==> src/rtl/xbar_pkg.sv <==
// Shared types, default widths and helpers for the round-robin N x M cross-bar.
package xbar_pkg;

  typedef enum logic {
    CMD_RD = 1'b0,
    CMD_WR = 1'b1
  } xbar_cmd_e;

  localparam int XBAR_NM = 4;
  localparam int XBAR_NS = 4;
  localparam int XBAR_AW = 32;
  localparam int XBAR_DW = 32;

  // Index width that never collapses to zero bits.
  function automatic int clog2_min1(input int n);
    return (n > 1) ? $clog2(n) : 1;
  endfunction

endpackage

==> src/rtl/xbar_rr_nxm_if.sv <==
// Master-side and slave-side buses of the cross-bar. The "slave" modport is the
// fabric itself; "master" is the environment driving requests and slave replies.
interface xbar_rr_nxm_if import xbar_pkg::*; #(
  parameter int NM = XBAR_NM,
  parameter int NS = XBAR_NS,
  parameter int AW = XBAR_AW,
  parameter int DW = XBAR_DW
);

  logic [NM-1:0]    m_req;
  logic [NM-1:0]    m_cmd;
  logic [NM*AW-1:0] m_addr;
  logic [NM*DW-1:0] m_wdata;
  logic [NM-1:0]    m_ack;
  logic [NM*DW-1:0] m_rdata;
  logic [NM-1:0]    m_rvalid;
  logic [NS-1:0]    s_req;
  logic [NS-1:0]    s_cmd;
  logic [NS*AW-1:0] s_addr;
  logic [NS*DW-1:0] s_wdata;
  logic [NS-1:0]    s_ack;
  logic [NS*DW-1:0] s_rdata;

  modport master (
    output m_req, m_cmd, m_addr, m_wdata, s_ack, s_rdata,
    input  m_ack, m_rdata, m_rvalid, s_req, s_cmd, s_addr, s_wdata
  );

  modport slave (
    input  m_req, m_cmd, m_addr, m_wdata, s_ack, s_rdata,
    output m_ack, m_rdata, m_rvalid, s_req, s_cmd, s_addr, s_wdata
  );

endinterface

==> src/rtl/xbar_rr_nxm_arb.sv <==
// Per-slave round-robin arbiter with grant locking while the slave stalls.
module rr_arbiter import xbar_pkg::*; #(
  parameter  int NM = XBAR_NM,
  localparam int IW = clog2_min1(NM)
) (
  input  logic          clk,
  input  logic          reset,
  input  logic [NM-1:0] cand,
  input  logic          s_req_stall,
  input  logic          s_ack,
  output logic          grant_vld,
  output logic [IW-1:0] grant_idx
);

  logic          lock_vld_q, lock_vld_d;
  logic [IW-1:0] lock_idx_q, lock_idx_d;
  logic [IW-1:0] ptr_q, ptr_d;

  // Grant: locked owner first, else first candidate at or above ptr (scan runs
  // downward so the lowest rotated distance overwrites last).
  always_comb begin
    logic [IW:0]   sum_v;
    logic [IW-1:0] idx_v;
    grant_vld = 1'b0;
    grant_idx = {IW{1'b0}};
    sum_v     = {(IW+1){1'b0}};
    idx_v     = {IW{1'b0}};
    if (lock_vld_q && cand[lock_idx_q]) begin
      grant_vld = 1'b1;
      grant_idx = lock_idx_q;
    end else begin
      for (int k = NM - 1; k >= 0; k--) begin
        sum_v     = {1'b0, ptr_q} + (IW+1)'(k);
        sum_v     = (sum_v >= (IW+1)'(NM)) ? sum_v - (IW+1)'(NM) : sum_v;
        idx_v     = sum_v[IW-1:0];
        grant_idx = cand[idx_v] ? idx_v : grant_idx;
        grant_vld = grant_vld | cand[idx_v];
      end
    end
  end

  // Lock and pointer next state
  always_comb begin
    lock_vld_d = lock_vld_q;
    lock_idx_d = lock_idx_q;
    ptr_d      = ptr_q;
    if (s_req_stall) begin
      lock_vld_d = 1'b1;
      lock_idx_d = grant_idx;
    end else if (s_ack || !cand[lock_idx_q]) begin
      lock_vld_d = 1'b0;
    end else begin
      lock_vld_d = lock_vld_q;
    end
    if (s_ack && grant_vld) begin
      ptr_d = (grant_idx == IW'(NM - 1)) ? {IW{1'b0}} : grant_idx + IW'(1);
    end else begin
      ptr_d = ptr_q;
    end
  end

  // Arbiter state registers
  always_ff @(posedge clk or negedge reset) begin
    if (!reset) begin
      lock_vld_q <= 1'b0;
      lock_idx_q <= {IW{1'b0}};
      ptr_q      <= {IW{1'b0}};
    end else begin
      lock_vld_q <= lock_vld_d;
      lock_idx_q <= lock_idx_d;
      ptr_q      <= ptr_d;
    end
  end

endmodule

==> src/rtl/xbar_rr_nxm_chk.sv <==
// Simulation-only properties: one-hot grants and read-return timing.
module xbar_rr_nxm_chk #(
  parameter int NM = 4,
  parameter int NS = 4
) (
  input logic             clk,
  input logic             reset,
  input logic [NS*NM-1:0] grant_oh,
  input logic [NM-1:0]    rd_ack,
  input logic [NM-1:0]    m_rvalid
);

  for (genvar j = 0; j < NS; j++) begin : g_oh
    a_grant_onehot: assert property (@(posedge clk) disable iff (!reset)
      $onehot0(grant_oh[j*NM +: NM]));
  end

  a_rvalid_after_rd_ack: assert property (@(posedge clk) disable iff (!reset)
    m_rvalid == $past(rd_ack));

endmodule

==> src/rtl/xbar_rr_nxm.sv <==
// NM x NS cross-bar: address decode, per-slave round-robin arbitration with
// stall locking, combinational request/ack paths and a one-cycle read return.
module xbar_rr_nxm import xbar_pkg::*; #(
  parameter int NM = XBAR_NM,
  parameter int NS = XBAR_NS,
  parameter int AW = XBAR_AW,
  parameter int DW = XBAR_DW
) (
  input logic          clk,
  input logic          reset,
  xbar_rr_nxm_if.slave bus
);

  localparam int SW = $clog2(NS);
  localparam int IW = clog2_min1(NM);

  logic [SW-1:0]    tgt_s      [NM];
  logic [NM-1:0]    cand_s     [NS];
  logic [NS-1:0]    grant_vld_s;
  logic [IW-1:0]    grant_idx_s[NS];
  logic [NS*NM-1:0] grant_oh_s;
  logic [NS-1:0]    rd_vld_q, rd_vld_d;
  logic [IW-1:0]    rd_idx_q[NS];
  logic [IW-1:0]    rd_idx_d[NS];
  logic [NM-1:0]    rd_ack_s;

  // Decode; gating with reset forces every request path quiet during reset.
  always_comb begin
    for (int i = 0; i < NM; i++) begin
      tgt_s[i] = bus.m_addr[i*AW + AW - SW +: SW];
    end
    for (int j = 0; j < NS; j++) begin
      for (int i = 0; i < NM; i++) begin
        cand_s[j][i] = reset & bus.m_req[i] & (tgt_s[i] == SW'(j));
      end
    end
  end

  for (genvar j = 0; j < NS; j++) begin : g_arb
    rr_arbiter #(.NM(NM)) u_arb (
      .clk        (clk),
      .reset      (reset),
      .cand       (cand_s[j]),
      .s_req_stall(bus.s_req[j] & ~bus.s_ack[j]),
      .s_ack      (bus.s_ack[j]),
      .grant_vld  (grant_vld_s[j]),
      .grant_idx  (grant_idx_s[j])
    );
  end

  // Slave-side mux and master acks from the one-hot grant
  always_comb begin
    bus.s_req   = {NS{1'b0}};
    bus.s_cmd   = {NS{1'b0}};
    bus.s_addr  = {(NS*AW){1'b0}};
    bus.s_wdata = {(NS*DW){1'b0}};
    bus.m_ack   = {NM{1'b0}};
    grant_oh_s  = {(NS*NM){1'b0}};
    for (int j = 0; j < NS; j++) begin
      for (int i = 0; i < NM; i++) begin
        if (grant_vld_s[j] && (grant_idx_s[j] == IW'(i))) begin
          grant_oh_s[j*NM + i]    = 1'b1;
          bus.s_req[j]            = 1'b1;
          bus.s_cmd[j]            = bus.m_cmd[i];
          bus.s_addr[j*AW +: AW]  = bus.m_addr[i*AW +: AW];
          bus.s_wdata[j*DW +: DW] = bus.m_wdata[i*DW +: DW];
          bus.m_ack[i]            = bus.m_ack[i] | bus.s_ack[j];
        end else begin
          grant_oh_s[j*NM + i] = 1'b0;
        end
      end
    end
  end

  // Read-return tracking next state
  always_comb begin
    for (int j = 0; j < NS; j++) begin
      rd_vld_d[j] = bus.s_ack[j] & grant_vld_s[j] & (bus.s_cmd[j] == CMD_RD);
      rd_idx_d[j] = grant_idx_s[j];
    end
  end

  // Read-return tracking registers
  always_ff @(posedge clk or negedge reset) begin
    if (!reset) begin
      rd_vld_q <= {NS{1'b0}};
      for (int j = 0; j < NS; j++) rd_idx_q[j] <= {IW{1'b0}};
    end else begin
      rd_vld_q <= rd_vld_d;
      for (int j = 0; j < NS; j++) rd_idx_q[j] <= rd_idx_d[j];
    end
  end

  // Return mux: slave data reaches the master that owned last cycle's read ack
  always_comb begin
    bus.m_rvalid = {NM{1'b0}};
    bus.m_rdata  = {(NM*DW){1'b0}};
    for (int i = 0; i < NM; i++) begin
      for (int j = 0; j < NS; j++) begin
        if (rd_vld_q[j] && (rd_idx_q[j] == IW'(i))) begin
          bus.m_rvalid[i]         = 1'b1;
          bus.m_rdata[i*DW +: DW] = bus.s_rdata[j*DW +: DW];
        end else begin
          bus.m_rvalid[i] = bus.m_rvalid[i];
        end
      end
    end
  end

  assign rd_ack_s = bus.m_ack & ~bus.m_cmd;

  xbar_rr_nxm_chk #(.NM(NM), .NS(NS)) u_chk (
    .clk     (clk),
    .reset   (reset),
    .grant_oh(grant_oh_s),
    .rd_ack  (rd_ack_s),
    .m_rvalid(bus.m_rvalid)
  );

endmodule

==> src/flat_wrapper.sv <==
// flat-port wrapper written by rule: the top's interface ports become plain ports
module xbar_rr_nxm_flat import xbar_pkg::*;
#(
  parameter int NM = XBAR_NM,
  parameter int NS = XBAR_NS,
  parameter int AW = XBAR_AW,
  parameter int DW = XBAR_DW
)
  (clk, reset, bus_m_req, bus_m_cmd, bus_m_addr, bus_m_wdata, bus_s_ack, bus_s_rdata, bus_m_ack, bus_m_rdata, bus_m_rvalid, bus_s_req, bus_s_cmd, bus_s_addr, bus_s_wdata);
  xbar_rr_nxm_if #(.NM(NM), .NS(NS), .AW(AW), .DW(DW)) bus_i ();
  input logic clk;
  input logic reset;
  input wire logic [$bits(bus_i.m_req)-1:0] bus_m_req;
  input wire logic [$bits(bus_i.m_cmd)-1:0] bus_m_cmd;
  input wire logic [$bits(bus_i.m_addr)-1:0] bus_m_addr;
  input wire logic [$bits(bus_i.m_wdata)-1:0] bus_m_wdata;
  input wire logic [$bits(bus_i.s_ack)-1:0] bus_s_ack;
  input wire logic [$bits(bus_i.s_rdata)-1:0] bus_s_rdata;
  output wire logic [$bits(bus_i.m_ack)-1:0] bus_m_ack;
  output wire logic [$bits(bus_i.m_rdata)-1:0] bus_m_rdata;
  output wire logic [$bits(bus_i.m_rvalid)-1:0] bus_m_rvalid;
  output wire logic [$bits(bus_i.s_req)-1:0] bus_s_req;
  output wire logic [$bits(bus_i.s_cmd)-1:0] bus_s_cmd;
  output wire logic [$bits(bus_i.s_addr)-1:0] bus_s_addr;
  output wire logic [$bits(bus_i.s_wdata)-1:0] bus_s_wdata;
  assign bus_i.m_req = bus_m_req;
  assign bus_i.m_cmd = bus_m_cmd;
  assign bus_i.m_addr = bus_m_addr;
  assign bus_i.m_wdata = bus_m_wdata;
  assign bus_i.s_ack = bus_s_ack;
  assign bus_i.s_rdata = bus_s_rdata;
  assign bus_m_ack = bus_i.m_ack;
  assign bus_m_rdata = bus_i.m_rdata;
  assign bus_m_rvalid = bus_i.m_rvalid;
  assign bus_s_req = bus_i.s_req;
  assign bus_s_cmd = bus_i.s_cmd;
  assign bus_s_addr = bus_i.s_addr;
  assign bus_s_wdata = bus_i.s_wdata;
  xbar_rr_nxm #(.NM(NM), .NS(NS), .AW(AW), .DW(DW)) u_core (.clk(clk), .reset(reset), .bus(bus_i));
endmodule
==> config.mk <==
export PLATFORM = sky130hd
export DESIGN_NAME = xbar_rr_nxm_flat
export DESIGN_NICKNAME = d
export VERILOG_FILES = /design/src/rtl/xbar_pkg.sv /design/src/rtl/xbar_rr_nxm_if.sv /design/src/rtl/xbar_rr_nxm_arb.sv /design/src/rtl/xbar_rr_nxm_chk.sv /design/src/rtl/xbar_rr_nxm.sv /design/src/flat_wrapper.sv
export SDC_FILE = /design/constraint.sdc
export NUM_CORES = 1
export LEC_CHECK = 0
export ABC_CLOCK_PERIOD_IN_PS = 4300
export CORE_AREA = 2 2 312 314
export CTS_CLUSTER_DIAMETER = 120
export CTS_CLUSTER_SIZE = 40
export DETAILED_ROUTE_END_ITERATION = 10
export DIE_AREA = 0 0 314 316
export PLACE_DENSITY_LB_ADDON = 0.1
export SLEW_MARGIN = 20
export SYNTH_ARGS = -nofsm -noshare
export SYNTH_HDL_FRONTEND = slang
export SYNTH_HIERARCHICAL = 1
export SYNTH_SLANG_ARGS = --single-unit
==> constraint.sdc <==
create_clock -name clk -period 4.3 [get_ports clk]
set_input_delay 0.645 -clock clk [delete_from_list [all_inputs] [get_ports clk]]
set_output_delay 0.645 -clock clk [all_outputs]
set_load 0.05 [all_outputs]
==> metrics.cfg, run 1 <==
[final_layout]
nets=2863
stdcell_count=3750
area_delta_synth_final_pct=88.71
drive_gt1_share_pct=29.76
fillers=10060

[critical_path]
rrSetupSlack_ps=1910
r2r_cells=6
r2r-start=u_core/g_arb[2].u_arb/lock_idx_q[1]
crit_fanout=12
start_kind=primary input
worstPathArrival_ps=3540
cp.required_ps=3650
end_kind=output pin
worst-setup-path-type=primary input to output pin
r2r-end=u_core/rd_vld_q[2]

[yosys]
async_flop_share_pct=100.0
syn_area_sq_um=14260
ys.flop_type=dfrtp_1
synth_nets=2094
synth_mux_area_share_pct=19.62
syn_inst=1696
synth_top_family_by_area=compound AO/OA/AOI/OAI gates
avgSynthCellArea_sq_um=8.407
synth-adder-area-share_pct=0
synth_simple_gate_area_share_pct=22.78
synth-edff-count=0
synth_compound_area_share_pct=43.18
synth-xor-area-share_pct=0
ys_seq_area_share_pct=5.616
ys_warn_count=6
ys_types=56
ys_ff_latch=32

[routing]
ant_nets=0
routedWlPerCell_microns=32.69
first_pass_iters=7
route.detailed.drc=0
viasPerCell=5.407
drtIter0Drc=1861
num_vias=20280
drt_wl_total_microns=122600

[floorplanning]
fp.dieW_microns=314
fp.dieH_microns=316
initial_core_util_pct=14.85
die_area_sq_um=99220
io_pins=798
core_sq_um=95990
rows=114

[job]
drv_cap=0

[clock_network]
htreeDepth=2
clock-sinks=32
clock_path_buffers=2
cts_root_buffer=clkbuf_16
cts_tree=built
clk_pin_slew_ps=50
clkLatencyLatePin_ps=280
holdBufCountCts=0
numCtsBuffers=5

[timing]
setup_violations=0
holdWs_ps=499.8
fin_skew_ps=3.258
finalCritPeriodShare_pct=97.37
tightestPinTransition_ps=959.9
fmax_ghz=0.2388
hold_violations=0
maxSlewHeadroom_pct=36.01
drv_slew=0
period_needed_ps=4187
fin_tns_setup_ps=0

[place]
port_buffers=797
dp.cells=3711
hpwlAfterDp_microns=95730
place_congestion=0.9061

[global_route]
grt_use_total_pct=23.12
grt_start_max_net_pins=131
antenna_found_initial=27
grt_pass1_vias=20040
grt_first_pass_wirelength_microns=165500
grt_overflow=0

[power_and_ir_drop]
powerDensity_nw_per_um2=162.8
leakage_nw=9.873
ir_worst_vdd_uv=109.2

[hold_path]
hold_path.class=primary input to asynchronous set/reset pin

[run_status]
status=finished, final reports clean

-- stage by stage --
step	cell area (sq um)	total power [mW]	worst slack [ps]	utilization, %
floorplan	14260	2.069	127.3	-
global placement	26280	3.923	-206.9	27.37
detailed placement	26280	3.930	-153.1	27.37
CTS	26490	4.364	-36.61	27.60
global route	26900	4.539	-19.50	28.02
finish	26910	4.380	113.0	28.03
-- cells by family (layout without fill, tap and decap cells) --
| logic type | Yosys count | count (layout) |
|---|---|---|
| buffers and inverters | 282 | 1052 |
| other | 0 | 8 |
| AND/OR/NAND/NOR | 509 | 509 |
| AO/OA/AOI/OAI | 739 | 739 |
| multiplexers | 134 | 134 |
| flip-flops | 32 | 32 |
-- cell usage in the layout (no fill, tap or decap), drive strengths merged, types with 5 or more instances in the layout --
cell	Yosys	routed
o2bb2ai	37	37
nor2	36	36
and4bb	16	16
mux2	12	12
nand3b	6	6
a311o	32	32
clkdlybuf4s50	0	519
nor2b	12	12
nor3b	10	10
diode	0	8
and4	32	32
dlymetal6s2s	0	6
nand3	10	10
dfrtp	32	32
and2	118	118
a2bb2oi	8	8
a22oi	96	96
and3	10	10
o21ai	176	176
o21a	36	36
inv	49	49
nand4b	66	66
nand2	148	148
a311oi	32	32
a221o	101	101
mux4	114	114
clkbuf	138	9
a21oi	8	8
nor3	8	8
or4	5	5
o311a	64	64
mux2i	8	8
buf	95	467
nor4bb	16	16
a22o	132	132
and3b	7	7
-- what timing repair did --
action,4_1_cts,5_1_grt
cloned,0,3
pin swaps,1,9
setup endpoints to repair,167,234
buffers inserted,1,19
gates resized for setup,10,45
-- worst max-delay path: stages --
cell and delay [ps]:
clkdlybuf4s50_1 490, nand2_1 110, nor3_2 180, buf_4 180, mux2_2 160, buf_4 110, a2bb2oi_2 50, o21a_4 130
nor2_4 170, buf_12 150, nor3b_4 50, buf_4 140, buf_12 150, a22o_1 230, a221o_2 400, buf_12 180
-- Yosys cell counts, drive strengths merged, types with 49 or more instances --
cell type	n	area (sq um)
a221o	101	1011
a22o	132	1156
a22oi	96	720.7
and2	118	738.2
buf	95	551.8
clkbuf	138	519.2
inv	49	183.9
mux4	114	2567
nand2	148	565.5
nand4b	66	578.1
o21ai	176	895.9
o311a	64	640.6
-- sequential cells by signal, summed over array words and instances, names as in the netlist --
| name | count |
|---|---|
| u_core/g_arb.u_arb/lock_idx_q | 8 |
| u_core/g_arb.u_arb/lock_vld_q | 4 |
| u_core/g_arb.u_arb/ptr_q | 8 |
| u_core/rd_idx_q | 8 |
| u_core/rd_vld_q | 4 |
-- how the worst max path moves through the flow --
stage / end / cells after the start / slack, ps / from
final: bus_s_addr[89] / 16 / 110 / bus_m_req[0]
after global routing: bus_s_wdata[86] / 14 / -20 / bus_m_addr[95]
after CTS: bus_s_wdata[29] / 16 / -40 / bus_m_req[1]
after detailed placement: bus_s_wdata[29] / 15 / -150 / bus_m_req[2]
after global placement: bus_s_wdata[29] / 15 / -210 / bus_m_req[2]
after floorplan: bus_m_ack[0] / 11 / 130 / reset
-- per-layer routing --
| layer | part of all wire (%) | global-route usage [%] | routed length [microns] | vias up |
|---|---|---|---|---|
| li1 | - | - | - | 8573 |
| met1 | 38 | 27.36 | 46550 | 10370 |
| met2 | 51 | 41.99 | 62270 | 1149 |
| met3 | 8.4 | 5.424 | 10300 | 158 |
| met4 | 2.7 | 5.415 | 3283 | 30 |
| met5 | 0.16 | 0 | 192 | - |
-- layout make-up --
type | count | area, sq um | share of cell area (%)
diodes | 8 | 20.02 | 0.07440
clock buffers | 6 | 128.9 | 0.4790
clock inverters | 2 | 35.03 | 0.1302
inverters | 49 | 188.9 | 0.7022
multi-input cells | 1382 | 12480 | 46.37
flip-flops and latches | 32 | 812.0 | 3.018
well taps | 1276 | 1597 | 5.934
repair buffers | 995 | 11650 | 43.29
-- report_power, final --
| group | leakage (nW) | switching [mW] | internal [mW] | total (mW) |
|---|---|---|---|---|
| sequential | 0.405 | 0.0684 | 0.345 | 0.413 |
| combinational | 9.39 | 1.99 | 1.57 | 3.55 |
| clock | 0.0809 | 0.141 | 0.273 | 0.414 |
| total | 9.87 | 2.20 | 2.18 | 4.38 |
(Power assumes the default switching activity.)
==> run 2: changes to the inputs <==
--- a/config.mk
+++ b/config.mk
@@ -11,6 +11,7 @@
 export CTS_CLUSTER_SIZE = 40
 export DETAILED_ROUTE_END_ITERATION = 10
 export DIE_AREA = 0 0 314 316
+export GPL_TIMING_DRIVEN = 0
 export PLACE_DENSITY_LB_ADDON = 0.1
 export SLEW_MARGIN = 20
 export SYNTH_ARGS = -nofsm -noshare
==> run 2 against run 1 <==
Routed wire length increased by 7.3%. Clock skew increased by 5.5 ps. Hold slack got worse by 260 ps. Combinational power decreased by 9.9%.
==> metrics.cfg, run 2 (synthesis gave the netlist of run 1 again) <==
[hold_path]
hold_path.class=primary input to asynchronous set/reset pin

[clock_network]
cts_root_buffer=clkbuf_16
numCtsBuffers=5
cts_tree=built
clk_pin_slew_ps=60
clock-sinks=32
holdBufCountCts=0
htreeDepth=2
clkLatencyLatePin_ps=280
clock_path_buffers=2

[final_layout]
fillers=10500
mostFrequentLayoutCell=clkdlybuf4s50_1
layout_common_cells=clkdlybuf4s50_1 (520), buf_4 (147), nand2_1 (140), a22o_1 (132), and2_1 (117)
reg.largest.list=u_core/g_arb.u_arb/lock_idx_q x8, u_core/g_arb.u_arb/ptr_q x8, u_core/rd_idx_q x8
area_delta_synth_final_pct=72.86
seqCellArea_sq_um=800.8
drive_gt1_share_pct=27.79
multi_input_area_sq_um=12510
nets=2945
postLayoutCoreUtil_pct=25.67
final_cell_area_sq_um=24640

[run_status]
status=finished, final reports clean

[timing]
drv_slew=0
finalCritPeriodShare_pct=98.12
fin_skew_ps=8.740
setup_violations=0
hold_violations=0
rsz0062_at_grt=false
tightestPinTransition_ps=887.5
period_needed_ps=4219
holdWs_ps=239.6
fmax_ghz=0.2370
maxSlewHeadroom_pct=40.83

[routing]
routedWlPerCell_microns=34.35
drt_wl_total_microns=131500
ant_nets=0
num_vias=20850
drtIter0Drc=2081
route.detailed.drc=0
first_pass_iters=5
viasPerCell=5.446

[critical_path]
path_cells=clkdlybuf4s15_2, inv_1, nor3_4, mux2_4, a2bb2oi_2, o21a_4, nor2_4, buf_12, mux4_2, and2_1, dlygate4sd2_1
crit_fanout=7
worst-setup-path-type=primary input to output pin
cp.required_ps=3650
r2r-end=u_core/rd_vld_q[3]
cp_num_buf_inv=4
r2r_cells=7
worstPathArrival_ps=3570
r2r-start=u_core/g_arb[3].u_arb/lock_idx_q[1]
critPathTopFamily=buffers and inverters
start_kind=primary input
rrSetupSlack_ps=1820
end_kind=output pin
max_stage_delay_ps=540
cp_slowest_cell=mux4_2

[place]
place_congestion=0.9224
port_buffers=797
place_area_sq_um=23850
hpwlAfterDp_microns=105500

[global_route]
grt_use_total_pct=24.99
grt_first_pass_wirelength_microns=177800
antenna_found_initial=26
grt_start_max_net_pins=30
grt_pass1_vias=21160
grt_overflow=0

[power_and_ir_drop]
leakage_nw=9.316
powerDensity_nw_per_um2=163.1
ir_worst_vdd_uv=153.9
p_total_mw=4.020

[job]
drv_cap=0

[floorplanning]
initial_core_util_pct=14.85
fp.dieW_microns=314
rows=114
core_sq_um=95990
io_pins=798
die_area_sq_um=99220
fp.dieH_microns=316

-- run 2: repair_timing --
| action | in CTS | in global routing |
|---|---|---|
| endpoints found under the hold margin | 0 | 0 |
| resized for setup | 1184 | 395 |
| cloned | 2 | 5 |
| pin swaps | 15 | 15 |
| buffers inserted | 26 | 19 |
| setup endpoints to repair | 267 | 264 |
-- run 2: worst register-to-register path, delay by kind of cell (launching register included) --
family / cells / cell delay (ps)
DFF: 1 / 410
muxes: 2 / 910
and+or+nand+nor: 3 / 680
buffers and inverters: 2 / 370
-- run 2: final cells by class --
type,instances,share of cell area [%]
multi-input cells,1382,50.77
repair buffers,850,31.63
well taps,1276,6.478
plain buffers,227,6.407
flip-flops and latches,32,3.249
inverters,49,0.7463
clock buffers,5,0.5077
clock inverters,3,0.1726
diodes,4,0.04062
-- run 2: worst max-delay path by stage --
stage	start	end	slack (ps)	cells after the start
2_1_floorplan	reset	bus_m_ack[0]	130	11
3_3_place_gp	reset	bus_s_wdata[68]	-3690	14
3_5_place_dp	bus_m_addr[31]	bus_s_wdata[68]	-2450	13
4_1_cts	bus_m_req[3]	bus_s_wdata[64]	-250	11
5_1_grt	bus_m_addr[94]	bus_s_cmd[1]	10	11
6_report	bus_m_addr[62]	bus_s_cmd[1]	80	11
-- run 2: report_power, final --
group          total (mW)  internal, mW  switching, mW
logic                3.20          1.22           1.98
clock network       0.411         0.272          0.139
registers           0.408         0.344         0.0640
total                4.02          1.83           2.19
-- run 2: metrics by stage --
| step | cells | setup TNS (ps) | worst slack, ps |
|---|---|---|---|
| 2_1_floorplan | 1696 | 0 | 127.3 |
| 3_3_place_gp | 3769 | -844430 | -3691 |
| 3_5_place_dp | 3770 | -460690 | -2452 |
| 4_1_cts | 3801 | -31610 | -249.3 |
| 5_1_grt | 3826 | 0 | 14.82 |
| 6_report | 3828 | 0 | 81.04 |
-- run 2: layer usage --
metal	track usage [%]	vias to the layer above	routed length (microns)
li1	-	8747	-
met1	29.25	10550	49130
met2	45.28	1311	66130
met3	5.936	198	11320
met4	6.775	36	4681
met5	0	-	239
